`src/rtl/apb_slave_mem.sv`:
```
// -----------------------------------------------------------------------------
// apb_slave_mem
//
// APB completer that sits on one select line of the APB bridge. It holds a
// byte-wide register-file memory, inserts a fixed number of wait states in
// every access phase, and reports out-of-range addresses with PSLVERR.
//
// The bridge decodes PADDR[8] onto the select lines, so only the low address
// bits arrive here. Addresses at or above MEM_DEPTH have no storage behind
// them. Writes to them are dropped, and any access to them completes with an
// error.
//
// Parameters
//   ADDR_W      local address width
//   DATA_W      data width
//   MEM_DEPTH   number of implemented locations (must be <= 2**ADDR_W)
//   WAIT_CYCLES wait states inserted in each access phase (0 = zero-wait)
//
// Ports
//   PCLK     in   clock, rising edge
//   PRESET   in   asynchronous, active-high reset
//   PSEL     in   slave select from the bridge
//   PENABLE  in   access-phase indicator
//   PWRITE   in   1 = write, 0 = read
//   PADDR    in   local address            [ADDR_W-1:0]
//   PWDATA   in   write data               [DATA_W-1:0]
//   PRDATA   out  read data, 0 unless a good read is completing
//   PREADY   out  transfer completes on the edge where PREADY = 1
//   PSLVERR  out  error response, only ever asserted together with PREADY
// -----------------------------------------------------------------------------
module apb_slave_mem #(
  parameter int ADDR_W      = 8,
  parameter int DATA_W      = 8,
  parameter int MEM_DEPTH   = 128,
  parameter int WAIT_CYCLES = 2
) (
  input  logic              PCLK,
  input  logic              PRESET,
  input  logic              PSEL,
  input  logic              PENABLE,
  input  logic              PWRITE,
  input  logic [ADDR_W-1:0] PADDR,
  input  logic [DATA_W-1:0] PWDATA,
  output logic [DATA_W-1:0] PRDATA,
  output logic              PREADY,
  output logic              PSLVERR
);

  // The wait counter needs at least one bit, even when there are no wait
  // states.
  localparam int CNT_W = (WAIT_CYCLES > 0) ? $clog2(WAIT_CYCLES + 1) : 1;
  localparam int IDX_W = (MEM_DEPTH > 1) ? $clog2(MEM_DEPTH) : 1;

  localparam logic [CNT_W-1:0]  CNT_LOAD  = CNT_W'(WAIT_CYCLES);
  // The limit is one bit wider than the address, so a depth of 2**ADDR_W
  // can still be represented.
  localparam logic [ADDR_W:0]   DEPTH_LIM = (ADDR_W + 1)'(MEM_DEPTH);

  typedef enum logic {
    IDLE   = 1'b0,
    ACCESS = 1'b1
  } state_e;

  // ---------------------------------------------------------------------------
  // State
  // ---------------------------------------------------------------------------
  state_e              state_q, state_d;
  logic [CNT_W-1:0]    cnt_q,   cnt_d;
  logic [ADDR_W-1:0]   addr_q,  addr_d;
  logic                write_q, write_d;
  logic [DATA_W-1:0]   wdata_q, wdata_d;

  logic [DATA_W-1:0]   mem_q [MEM_DEPTH];

  // ---------------------------------------------------------------------------
  // Decode of the latched transfer
  // ---------------------------------------------------------------------------
  logic              in_range;
  logic [IDX_W-1:0]  mem_idx;
  logic              ready;
  logic              complete;
  logic              mem_we;

  assign in_range = ({1'b0, addr_q} < DEPTH_LIM);
  assign mem_idx  = addr_q[IDX_W-1:0];

  // Ready depends only on registered state. Bus inputs cannot ripple
  // through to PREADY.
  assign ready    = (state_q == ACCESS) && (cnt_q == '0);
  assign complete = ready && PSEL && PENABLE;
  assign mem_we   = complete && write_q && in_range;

  // ---------------------------------------------------------------------------
  // Next-state logic
  // ---------------------------------------------------------------------------
  always_comb begin
    // NOTE: every signal gets a default before the case, so no path through
    // this block can leave a value unassigned and infer a latch.
    state_d = state_q;
    cnt_d   = cnt_q;
    addr_d  = addr_q;
    write_d = write_q;
    wdata_d = wdata_q;

    unique case (state_q)
      IDLE: begin
        // Only a proper setup phase starts a transfer. If PSEL and PENABLE
        // are both high without a preceding setup phase, the bus is ignored.
        if (PSEL && !PENABLE) begin
          state_d = ACCESS;
          addr_d  = PADDR;
          write_d = PWRITE;
          wdata_d = PWDATA;
          cnt_d   = CNT_LOAD;
        end
      end

      ACCESS: begin
        if (!PSEL) begin
          // The bridge abandoned the transfer. Nothing is written and no
          // error is reported.
          state_d = IDLE;
        end else if (cnt_q != '0) begin
          cnt_d = cnt_q - CNT_W'(1);
        end else if (PENABLE) begin
          // This is the completion edge. Returning straight to IDLE lets a
          // setup phase in the next cycle be accepted.
          state_d = IDLE;
        end
      end
    endcase
  end

  // ---------------------------------------------------------------------------
  // Control and latched-transfer registers
  // ---------------------------------------------------------------------------
  always_ff @(posedge PCLK or posedge PRESET) begin
    if (PRESET) begin
      state_q <= IDLE;
      cnt_q   <= '0;
      addr_q  <= '0;
      write_q <= 1'b0;
      wdata_q <= '0;
    end else begin
      // NOTE: sequential state is updated only with non-blocking assignments,
      // so every flop samples values from before the edge.
      state_q <= state_d;
      cnt_q   <= cnt_d;
      addr_q  <= addr_d;
      write_q <= write_d;
      wdata_q <= wdata_d;
    end
  end

  // ---------------------------------------------------------------------------
  // Register-file memory
  // ---------------------------------------------------------------------------
  always_ff @(posedge PCLK or posedge PRESET) begin
    if (PRESET) begin
      // NOTE: this array is deliberately reset. The block must read back 0
      // from every location after reset, so it is built from flops rather
      // than a RAM macro.
      for (int i = 0; i < MEM_DEPTH; i++) begin
        mem_q[i] <= '0;
      end
    end else if (mem_we) begin
      mem_q[mem_idx] <= wdata_q;
    end
  end

  // ---------------------------------------------------------------------------
  // Outputs
  // ---------------------------------------------------------------------------
  // A read of a location written on the previous completion edge returns the
  // new value, because the array read is asynchronous.
  always_comb begin
    PREADY  = ready;
    PSLVERR = ready && !in_range;
    PRDATA  = '0;
    if (ready && !write_q && in_range) begin
      PRDATA = mem_q[mem_idx];
    end
  end

endmodule

```
`config.mk`:
```
export PLATFORM = sky130hd
export DESIGN_NAME = apb_slave_mem
export DESIGN_NICKNAME = d
export VERILOG_FILES = /design/src/rtl/apb_slave_mem.sv
export SDC_FILE = /design/constraint.sdc
export NUM_CORES = 2
export LEC_CHECK = 0
export BUFFER_PORTS_ARGS = -buffer_cell sky130_fd_sc_hd__buf_2
export CAP_MARGIN = 0
export CORE_ASPECT_RATIO = 1.4
export CORE_MARGIN = 1
export CORE_UTILIZATION = 34
export CTS_CLUSTER_DIAMETER = 100
export DETAILED_ROUTE_END_ITERATION = 6
export SETUP_SLACK_MARGIN = 0.1
export SYNTH_ARGS = -nofsm -noshare
export SYNTH_HDL_FRONTEND = slang
export SYNTH_SLANG_ARGS = --single-unit
```
`constraint.sdc`:
```
create_clock -name PCLK -period 35.9 [get_ports PCLK]
set_input_delay 1.795 -clock PCLK [delete_from_list [all_inputs] [get_ports PCLK]]
set_output_delay 1.795 -clock PCLK [all_outputs]
set_load 0.01 [all_outputs]
```
==> run summary <==
The run finished, with violations left. The final reports fail on design-rule violations. The final number of max-transition violations is 0. Setup repair after global routing left no endpoint under its margin. For this block, the via count after detailed routing is 31620. The maximum clock frequency is 0.1256 GHz, and the die height is 444.8 um. Synthesis produced a netlist whose cell count is 3540. In this run the cell area measured after placement is 0.04951 mm^2. Most common cell in the synthesized netlist: sky130_fd_sc_hd__mux2_2. The final critical-path setup slack is 27.94 ns. The run gives 3562 as the net count of the mapped netlist. In this run the top signal layer used is met5. Following the worst setup path forward leads to its endpoint at PRDATA[2].

The worst setup path is of the reg -> out kind. TritonCTS built the clock tree. The top-area cell type share of the netlist area works out to 54.88%. Clock-pin slew was measured on the worst setup and hold paths at 0.07 ns. Detailed placement ended at an HPWL of 92480 um. The average cell area after synthesis came out at 13.45 um^2. Of all flip-flops after synthesis, the portion carrying an async set or reset was 100.0%.

The first global-routing pass estimated 229500 um of wire. At the worst endpoint, the arrival time is 6.17 ns. The congestion estimate from routability-driven global placement came to 0.8572. For the critical path required time, the log shows 34.10 ns. Compared with the post-synthesis result, the final layout area differs by 10.98%. The number of buffers added by the clock tree synthesis step is 98, and the post-cts hold buffer count is 0.

The capturing point of the worst reg2reg path was mem_q[199]. The number of antenna violations at the first check in global routing was 5. Detailed routing placed a total of 75240 um of wire on met2. Setup violations remaining at the end of the flow were counted as 0. The post-route antenna net violation count was 0. The startpoint identified for the worst hold timing path is mem_q[217]. The tools report the number of warnings printed during yosys synthesis as 0. The tools report the area inside the core boundary as 0.1390 mm^2.

The commonest cells after synthesis are sky130_fd_sc_hd__mux2_2, sky130_fd_sc_hd__dfrtp_1, sky130_fd_sc_hd__a221oi_1. The setup fix buffers added after clock tree synthesis came out at 0. The die width was 318.3 um.

In the final design database the tool counted 3478 nets. Measured against its own limit, the worst slew margin works out to 19.38%. The worst hold path belongs to the class reg -> reg. Counting cells, the worst reg-to-reg path comes to 7. STA classifies the critical path endpoint as an output pin. The cell accounting for the most synthesized area was sky130_fd_sc_hd__dfrtp_1.

For this design the ratio of total power to cell area is 52.88 mW/mm^2. For the pin with the worst max-slew slack, the measured transition is 1.209 ns. After detailed routing, the total wire length is 153300 um. The post-synthesis instance area is 0.04761 mm^2. For this block, wires on met1 add up to 60810 um. The per-cell routed wire length was 28.68 um; the sum of negative setup slack was 0 ns. The first TritonRoute pass finished after 7 iterations. Across all register-to-register paths, the minimum setup slack is 30.17 ns.

Of the cells placed in the final design, the portion with a size suffix greater than 1 is 42.25%. Synthesis inferred 1044 register bits. Synthesis instantiated 63 different standard cells from the library. The final period utilization is 22.19%, and the leakage power of the design is 24.97 nW. The pin count of the biggest net entering global routing is 185, and the floorplan row count is 162.

Counting tap cells, the placed design contains a total of 5160 instances. The run gives 34.24% as the starting utilization of the core area. The logs give 0 for the number of endpoints with negative hold slack in the final report and 37.33 uV for the worst IR drop on VDD.

The logs give 21.64% for the overall track demand over capacity in global routing and 3 for the level count of the clock H-tree. In this run the critical register-to-register path is launched from addr_q[0]. The worst-case clock skew is 0.03500 ns. The most used flip-flop cell after synthesis is sky130_fd_sc_hd__dfrtp_1. 31 I/O pins were placed.

Counting I/O delays and the setup requirement, the final critical path takes 7.964 ns. The clock latency reported for the late side of the worst-skew pair was 0.73 ns; the number of enable flip-flop cells after synthesis was 0. In this run the worst path has a maximum fanout of 43.

The remaining routing DRC violations was 7. Max-cap violations in this run came to 0. The final worst hold slack was 0.4988 ns; the maximum buffer depth of the clock tree was 3. Counting every sink on the clock net gives 1044. The number of global-route vias before repair is 32990. The logs give 28.65 ns for the worst slack at placement and 2710 for the count of routing violations after the opening detailed-route iteration. After synthesis, the cell types taking the most area are sky130_fd_sc_hd__dfrtp_1, sky130_fd_sc_hd__mux2_2, sky130_fd_sc_hd__a221oi_1. Quantity of I/O buffers inserted on ports: 30.

Once layout is done, the placed cells without fillers occupy 0.05283 mm^2. For this run the aggregate overflow at the end of global routing stands at 0. After clock tree synthesis, the repair step resized 0 gates.

The mean number of vias per cell is 5.915. The amount of wire on met3 after detailed routing was 8810 um. The finished layout holds 5346 standard cells, fillers aside. The tree is rooted in a sky130_fd_sc_hd__clkbuf_16. After synthesis, flip-flops and latches occupy 54.88% of the total area. In this run the worst setup path begins at addr_q[0].

The worst setup path is launched from a flip-flop. The die covers 0.1415 mm^2.
==> flip-flops by register name, indices dropped and copies added (netlist names) <==
name and count:
mem_q 1024, addr_q 8, wdata_q 8, cnt_q 2, state_q 1, write_q 1
==> cells by family after synthesis <==
family / after synthesis / share of synthesized area [%]
muxes: 1189 / 28.93
DFF: 1044 / 54.88
AOI/OAI and AO/OA: 601 / 9.695
and+or+nand+nor: 405 / 3.816
buffers and inverters: 300 / 2.660
adders and majority gates: 1 / 0.02628
==> critical path: stages, from the launching register on <==
cell and delay (ns):
sky130_fd_sc_hd__dfrtp_4 0.60, sky130_fd_sc_hd__buf_4 0.69, sky130_fd_sc_hd__buf_4 0.68, sky130_fd_sc_hd__buf_4 0.56, sky130_fd_sc_hd__mux4_2 0.56, sky130_fd_sc_hd__mux2i_1 0.51
sky130_fd_sc_hd__o22ai_1 0.23, sky130_fd_sc_hd__a2111oi_0 0.94, sky130_fd_sc_hd__a21oi_1 0.34, sky130_fd_sc_hd__buf_2 0.25
==> worst min path at each step <==
stage / endpoint / slack, ns / cells past startpoint
2_1_floorplan: mem_q[109] / 0.47 / 1
3_3_place_gp: mem_q[140] / 0.48 / 1
3_5_place_dp: mem_q[682] / 0.49 / 1
4_1_cts: mem_q[682] / 0.50 / 1
5_1_grt: mem_q[682] / 0.51 / 1
6_report: mem_q[217] / 0.50 / 1
==> cell usage in the layout, fill, tap and decap left out, drive strengths merged, types with 4 or more instances in the layout <==
master    count
mux2       1094
a21o          7
a211oi       12
nand2b        8
mux2i        55
a22o         16
and2          5
a22oi        37
o22a          9
clkinv       23
o21ai        78
o221ai       15
a32oi         4
nor2b         8
clkbuf      143
o22ai        14
nor3         18
a221oi      243
buf         105
nand3        13
a31oi         6
o2bb2ai      10
bufinv        7
o31ai         6
clkinvlp      6
inv          17
a221o        27
dfrtp      1044
o211ai       10
and3          7
a311oi        4
a222oi        6
a21oi        71
o311a         4
nor2        184
nand2       153
mux4         40
==> cell type report <==
type                    count  area (um^2)
fillers                 13240        86210
flip-flops and latches   1044        26170
multi-input cells        2196        20290
clock buffers             143         2883
well taps                1804         2257
repair buffers            105        738.2
clock inverters            42        441.7
inverters                  11        53.80
diodes                      1        2.502
==> per-stage QoR <==
step | total power, mW | utilization (%)
after floorplan | 1.500 | -
after global placement | 1.714 | 35.60
after detailed placement | 1.716 | 35.60
after CTS | 2.802 | 38.00
after global routing | 2.871 | 38.00
final | 2.794 | 38.00
==> layer usage <==
layer	track usage, %	vias up
met3	3.367	372
met2	36.52	1147
met1	26.59	17000
li1	-	13100
met4	11.58	4
met5	0	-
==> report_power, final <==
| part | internal (mW) | switching [mW] | total [mW] |
|---|---|---|---|
| clock network | 0.611 | 0.481 | 1.09 |
| logic | 0.105 | 0.361 | 0.466 |
| registers | 1.19 | 0.0489 | 1.24 |
| total | 1.90 | 0.891 | 2.79 |
No activity file was read; power rests on OpenSTA's default activity.
